<file path="config.mk">
export PLATFORM = sky130hd
export DESIGN_NAME = decode_stage
export DESIGN_NICKNAME = d
export VERILOG_FILES = /design/src/rtl/decode_out_pkg_hdl.sv /design/src/rtl/decode_ctrl_lut.sv /design/src/rtl/decode_stage.sv
export SDC_FILE = /design/constraint.sdc
export NUM_CORES = 1
export LEC_CHECK = 0
export ABC_AREA = 1
export BUFFER_PORTS_ARGS = -buffer_cell sky130_fd_sc_hd__buf_2
export CORE_UTILIZATION = 48
export CTS_CLUSTER_DIAMETER = 60
export DETAILED_ROUTE_END_ITERATION = 8
export PLACE_DENSITY = 0.84
export SLEW_MARGIN = 20
export SYNTH_ARGS = -nofsm -noshare
export SYNTH_HDL_FRONTEND = slang
export SYNTH_SLANG_ARGS = --single-unit
</file>
<file path="constraint.sdc">
create_clock -name clock -period 2.05 [get_ports clock]
set_clock_uncertainty 0.05 [all_clocks]
set_input_delay 0.41 -clock clock [delete_from_list [all_inputs] [get_ports clock]]
set_output_delay 0.41 -clock clock [all_outputs]
set_load 0.02 [all_outputs]
</file>
<file path="src/rtl/decode_out_pkg_hdl.sv">
// -----------------------------------------------------------------------------
// decode_out_pkg_hdl
// Shared constants and types for the LC-3 decode stage: opcode values, ALU
// operation codes, writeback selects, pcselect1 codes and the packed layout
// of the 6-bit E_Control bus.
// -----------------------------------------------------------------------------
package decode_out_pkg_hdl;

    // Opcodes (instruction bits [15:12])
    localparam logic [3:0] OP_BR  = 4'b0000;
    localparam logic [3:0] OP_ADD = 4'b0001;
    localparam logic [3:0] OP_LD  = 4'b0010;
    localparam logic [3:0] OP_ST  = 4'b0011;
    localparam logic [3:0] OP_AND = 4'b0101;
    localparam logic [3:0] OP_LDR = 4'b0110;
    localparam logic [3:0] OP_STR = 4'b0111;
    localparam logic [3:0] OP_NOT = 4'b1001;
    localparam logic [3:0] OP_LDI = 4'b1010;
    localparam logic [3:0] OP_STI = 4'b1011;
    localparam logic [3:0] OP_JMP = 4'b1100;
    localparam logic [3:0] OP_LEA = 4'b1110;

    // ALU operation
    localparam logic [1:0] ALU_ADD = 2'b00;
    localparam logic [1:0] ALU_AND = 2'b01;
    localparam logic [1:0] ALU_NOT = 2'b10;

    // Writeback source
    localparam logic [1:0] W_ALU = 2'b00;
    localparam logic [1:0] W_LEA = 2'b01;
    localparam logic [1:0] W_MEM = 2'b10;

    // Address offset source for the PC/address adder
    localparam logic [1:0] PC1_NONE = 2'b00;
    localparam logic [1:0] PC1_OFF9 = 2'b01;
    localparam logic [1:0] PC1_OFF6 = 2'b10;
    localparam logic [1:0] PC1_ZERO = 2'b11;

    // E_Control = {alu[1:0], pcsel1[1:0], pcsel2, op2sel}
    typedef struct packed {
        logic [1:0] alu;
        logic [1:0] pcsel1;
        logic       pcsel2;  // 1 = npc base, 0 = register base
        logic       op2sel;  // 1 = register operand, 0 = imm5/none
    } e_ctrl_t;

endpackage

</file>
<file path="src/rtl/decode_ctrl_lut.sv">
// -----------------------------------------------------------------------------
// decode_ctrl_lut
// Purely combinational control decode from opcode and IR[5].
// Ports:
//   opcode      in  4  instruction bits [15:12]
//   ir5         in  1  instruction bit 5 (immediate flag for ADD/AND)
//   e_ctrl      out 6  execute controls (e_ctrl_t)
//   w_ctrl      out 2  writeback select
//   mem_ctrl    out 1  indirect memory access
// -----------------------------------------------------------------------------
module decode_ctrl_lut
    import decode_out_pkg_hdl::*;
(
    input  logic [3:0] opcode,
    input  logic       ir5,
    output e_ctrl_t    e_ctrl,
    output logic [1:0] w_ctrl,
    output logic       mem_ctrl
);

    always_comb begin
        // Unlisted opcodes (JSR, TRAP, RTI, reserved) keep all-zero controls.
        e_ctrl   = '0;
        w_ctrl   = W_ALU;
        mem_ctrl = 1'b0;
        unique case (opcode)
            OP_ADD: begin
                e_ctrl.alu    = ALU_ADD;
                e_ctrl.op2sel = ~ir5;
            end
            OP_AND: begin
                e_ctrl.alu    = ALU_AND;
                e_ctrl.op2sel = ~ir5;
            end
            OP_NOT: begin
                e_ctrl.alu = ALU_NOT;
            end
            OP_BR: begin
                e_ctrl.pcsel1 = PC1_OFF9;
                e_ctrl.pcsel2 = 1'b1;
            end
            OP_JMP: begin
                e_ctrl.pcsel1 = PC1_ZERO;
            end
            OP_LD, OP_LDI: begin
                e_ctrl.pcsel1 = PC1_OFF9;
                e_ctrl.pcsel2 = 1'b1;
                w_ctrl        = W_MEM;
                mem_ctrl      = (opcode == OP_LDI);
            end
            OP_LDR: begin
                e_ctrl.pcsel1 = PC1_OFF6;
                w_ctrl        = W_MEM;
            end
            OP_LEA: begin
                e_ctrl.pcsel1 = PC1_OFF9;
                e_ctrl.pcsel2 = 1'b1;
                w_ctrl        = W_LEA;
            end
            OP_ST, OP_STI: begin
                e_ctrl.pcsel1 = PC1_OFF9;
                e_ctrl.pcsel2 = 1'b1;
                mem_ctrl      = (opcode == OP_STI);
            end
            OP_STR: begin
                e_ctrl.pcsel1 = PC1_OFF6;
            end
            default: ;
        endcase
    end

endmodule

</file>
<file path="src/rtl/decode_stage.sv">
// -----------------------------------------------------------------------------
// decode_stage
// LC-3 decode pipeline stage. Captures the fetched instruction and next-PC and
// registers the decoded control bundle for the execute stage. One-cycle
// latency, holds while enable_decode is low.
// Ports:
//   clock          in  1   pipeline clock
//   reset          in  1   synchronous, active-high; clears all outputs
//   enable_decode  in  1   1 = capture/decode, 0 = hold
//   dout           in  16  instruction word
//   npc_in         in  16  next PC from fetch
//   IR             out 16  registered instruction
//   npc_out        out 16  registered next PC
//   E_Control      out 6   {alu[1:0], pcsel1[1:0], pcsel2, op2sel}
//   W_Control      out 2   writeback select
//   Mem_Control    out 1   indirect memory access (LDI/STI)
// -----------------------------------------------------------------------------
module decode_stage
    import decode_out_pkg_hdl::*;
(
    input  logic        clock,
    input  logic        reset,
    input  logic        enable_decode,
    input  logic [15:0] dout,
    input  logic [15:0] npc_in,
    output logic [15:0] IR,
    output logic [15:0] npc_out,
    output logic [5:0]  E_Control,
    output logic [1:0]  W_Control,
    output logic        Mem_Control
);

    e_ctrl_t    e_nxt;
    logic [1:0] w_nxt;
    logic       mem_nxt;

    decode_ctrl_lut u_lut (
        .opcode   (dout[15:12]),
        .ir5      (dout[5]),
        .e_ctrl   (e_nxt),
        .w_ctrl   (w_nxt),
        .mem_ctrl (mem_nxt)
    );

    // Reset has priority over enable; all outputs are registered so nothing
    // on the input side reaches the outputs between edges.
    always_ff @(posedge clock) begin
        if (reset) begin
            IR          <= '0;
            npc_out     <= '0;
            E_Control   <= '0;
            W_Control   <= '0;
            Mem_Control <= 1'b0;
        end else if (enable_decode) begin
            IR          <= dout;
            npc_out     <= npc_in;
            E_Control   <= e_nxt;
            W_Control   <= w_nxt;
            Mem_Control <= mem_nxt;
        end
    end

endmodule
</file>
---- Yosys cells after proc, flatten, opt, wreduce, memory -nomap -nowiden ----
Index checks and enable logic that the tools add are counted.
storage, ports and cells
  flip-flop bits (word level) ............. 41
  latch bits .............................. 0
  memory bits (writable) .................. 0
  bits in read-only memories .............. 0
  bits of input ports ..................... 35
  output and inout bits ................... 41
  logic and storage cells ................. 30
  memories kept ........................... 0
cells by class
  add/sub/neg operators ................... 0
  $mul .................................... 0
  divide/modulo/power cells ............... 0
  order comparisons ....................... 0
  equality and inequality tests ........... 11
  shift-type cells ........................ 0
  muxes and demuxes ....................... 6
  bitwise operators ....................... 1
  reduce and logical (&&, ||, !) cells .... 7
operators by type and width
  kind                number
  $eq 4x4->1 const B  5
  $eq 4x3->1 const B  3
  $eq 4x2->1 const B  2
  $pmux 2 s2          2
  $reduce_or 2->1     4
  $pmux 2 s3          1
  $reduce_or 6->1     1
  $eq 4x1->1 const B  1
  $logic_not 4->1     1
  $reduce_or 3->1     1
  $mux 1              2
  $pmux 1 s2          1
  $not 1->1           1

---- Logic depth before layout (Yosys ltp) ----
  depth in word-level cells ............... 3
  depth in mapped cells ................... 7

---- Cells and area by module ----
Synthesis repeated with hierarchy kept, for this count alone.
second synthesis, totals
  cell total of the unflattened synthesis .. 282
  area total of the unflattened synthesis .. 1809.2 sq um
by module, submodules not included
  module           instances  cells each  area each (sq um)  sequential area each (sq um)
  decode_stage     1          260         1700.4             820.8
  decode_ctrl_lut  1          22          108.9              0.0

---- Worst setup path after synthesis ----
Ideal clock, no wire load.
  path kind ............................... input -> register
  start point ............................. input enable_decode
  end point ............................... register E_Control[1]
  setup time .............................. 130 ps
  arrival time ............................ 950 ps
  required time ........................... 1870 ps
  slack ................................... 920 ps
  stages on the path ...................... 7
  cells stage by stage .................... buf_6 -> nand2_1 -> inv_1 -> nand2_1 -> nand3_1 -> nor2_1 -> nor2_1
RTL lines
  item                    RTL line            RTL
  start: declaration      decode_stage.sv:23  input logic enable_decode,
  end signal: assignment  decode_stage.sv:57  E_Control <= e_nxt;
  end: declaration        decode_stage.sv:28  output logic [5:0] E_Control,

---- Worst setup path after layout ----
  start point ............................. register E_Control[3]
  end point ............................... output E_Control[3]
No word-level cell between the ends.

==> results by group <==
Timing
  – Slew Viols, Final: 0
  – Final hold vios: 0
  – Fin crit share: 66.6%
  – Highest achievable clock rate: 732 MHz
  – Worst relative slew slack: 75.1%
  – Setup TNS: 0 ns
  – Tmin final: 1.37 ns
  – Final setup fails: 0
  – Slew @ Worst Pin: 0.373 ns
  – RSZ-0062 raised after global routing: false
  – Final WS setup: 0.684 ns

Clock tree
  – CTS sink cnt: 41
  – CTS tree: built
  – CTS resizes: 0
  – Clk Latency, worst-skew pair: 0.34 ns
  – Clock Tree Buf Depth: 2
  – CTS root buffer: clkbuf_4
  – TritonCTS buffer count: 5
  – Number of setup buffers added after CTS: 0
  – Hold_buf cts: 0
  – Reg clk slew, reported paths: 0.11 ns
  – H-tree levels: 2

Pwr
  – Power per cell area: 848 nW/um^2
  – Pleak: 1.01 nW
  – Maximum VDD drop: 587 uV

Yosys
  – Post-synthesis cell type count: 20
  – Synth Register Bits: 41
  – Synth top cells by count: nor2_1 (66), dfxtp_1 (41), o21ai_0 (29), nand2_1 (20)
  – Synth async-reset ratio: 0%
  – Top-area cell type share of the netlist area: 54.5%
  – Cell with the most instances after synthesis: nor2_1
  – Number of synthesized flops with an enable pin: 0
  – Net Count, Synth: 229
  – Synthesized area: 1510 um^2
  – Top_reg_cell synth: dfxtp_1
  – Area contributors post-synth: dfxtp_1 (55%), nor2_1 (16%), o21ai_0 (9.6%), nand2_1 (5.0%), a21oi_1 (2.3%)
  – Synth warnings: 0
  – Yosys top cell by area: dfxtp_1
  – Synthesized area per cell: 7.76 um^2
  – Synth Instances: 194
  – Register area share after synthesis: 54.5%

Critical path
  – Critical Path End: E_Control[3]
  – Critical Path End Type: output pin
  – Crit path buf inv count: 1
  – CP Cell Sequence: buf_2
  – Crit-path max cell delay: 0.38 ns
  – Worst r2r path cells: 2
  – Largest fanout on the critical path: 2
  – R2R Path End: IR[15]
  – Crit Path Class: reg2out
  – CP max-delay cell: dfxtp_1
  – R2r startpoint: IR[15]
  – Critical Path Start Type: flip-flop
  – Crit path depth: 1
  – Delay-heaviest family, CP: flip-flops
  – CP startpoint: E_Control[3]
  – Reg-to-reg setup timing slack: 1.33 ns
  – Worst Path Arrival: 0.91 ns
  – Required @ worst endpoint: 1.59 ns

GRT
  – GRT Total Usage: 21.6%
  – First-pass GRT wire length: 5.53 mm
  – Vias in the first global route: 1299
  – Largest net degree at the start of global routing: 30
  – Gr ovfl total: 0
  – Initial antenna violation count: 0

Detailed routing
  – Routed Antenna Nets: 0
  – DR WL/cell: 11.3 um
  – Vias/cell: 4.86
  – DRC viols: 8
  – Vias after detailed routing: 1454
  – 1st-pass router iterations: 6
  – Final WL: 3.38 mm
  – Initial DRC Count: 123

Floorplan
  – Area of the core: 2850 um^2
  – Row count: 19
  – Die width: 58 um
  – Die height: 58 um
  – Total die area: 3360 um^2
  – IO Pins: 76
  – Initial core utilization: 52.8%

Place
  – RePlAce Congestion: 0.880
  – DP HPWL: 2.43 mm
  – Place WS: 0.598 ns
  – IO Port Bufs: 75

Layout
  – Fraction of layout cells with a size suffix above 1: 34.0%
  – Reg area: 821 um^2
  – N_diodes: 0
  – Layout Nets: 302
  – Final Core Density: 68.5%
  – Area of the multi-input gates: 577 um^2
  – Area added between synthesis and finish: 29.8%
  – # fillers: 256

Flow run
  – Max Cap Viol: 0

Worst hold path
  – Class of the worst hold path: in2reg

Status
  – Failing checks: design-rule violations
  – Status: complete, but fails checks
-- stage by stage --
step	area, um^2	hold slack [ns]	std cells	total power [W]
2_1_floorplan	1510	0.429	194	0.00104
3_3_place_gp	1870	0.398	291	0.00113
3_5_place_dp	1870	0.402	291	0.00114
4_1_cts	1950	0.220	299	0.00167
5_1_grt	1950	0.216	299	0.00174
6_report	1950	0.229	299	0.00166
-- cell type report --
type,count,area share [%]
clock buffers,7,2.82
clock inverters,1,1.54
inverters,9,1.73
well taps,31,1.99
multi-input cells,132,29.5
flip-flops and latches,41,42.0
repair buffers,78,20.4
-- metal layers --
metal | share of wire, % | GRT usage [%]
met5 | 0 | 0
met4 | 1.2 | 8.16
met3 | 10 | 6.70
met2 | 43 | 33.3
met1 | 45 | 28.4
-- worst min path at each step --
| stage | startpoint | to | slack, ns | cells after the start |
|---|---|---|---|---|
| finish | npc_in[1] | npc_out[1] | 0.23 | 3 |
| global route | dout[8] | IR[8] | 0.22 | 3 |
| CTS | dout[9] | IR[9] | 0.22 | 3 |
| detailed placement | IR[5] | IR[5] | 0.40 | 2 |
| global placement | IR[5] | IR[5] | 0.40 | 2 |
| floorplan | reset | E_Control[3] | 0.43 | 1 |
-- layout by cell type (no fill, tap or decap) --
cell type	Yosys	final
clkbuf_8	0	1
a22oi_1	1	1
nor3_1	1	1
a21oi_2	2	2
nor3_4	1	1
inv_1	7	7
a21oi_1	7	7
clkbuf_4	0	5
buf_2	4	75
bufinv_16	0	1
buf_4	2	3
clkbuf_1	2	1
o21ai_0	29	29
a31oi_1	1	1
nor2_2	1	1
nand3_1	3	3
nor2_1	66	66
nand2_1	20	20
inv_2	2	2
dfxtp_1	41	41
-- sequential cells by signal, summed over array words and instances, names as in the netlist --
name / cells
npc_out: 16
Mem_Control: 1
W_Control: 2
E_Control: 6
IR: 16
-- cell families (layout without fill, tap and decap cells) --
kind of cell / after synthesis / after routing / synth area share [%]
AOI/OAI and AO/OA: 40 / 40 / 14.0
buffers and inverters: 21 / 95 / 7.15
DFF: 41 / 41 / 54.5
and+or+nand+nor: 92 / 92 / 24.3
-- power by group --
group	internal (W)	switching, W	total [W]
Combinational	0.0000898	0.000160	0.000250
Sequential	0.000845	0.0000219	0.000867
Clock	0.000291	0.000248	0.000539
Total	0.00123	0.000429	0.00166
(Power assumes the default switching activity.)
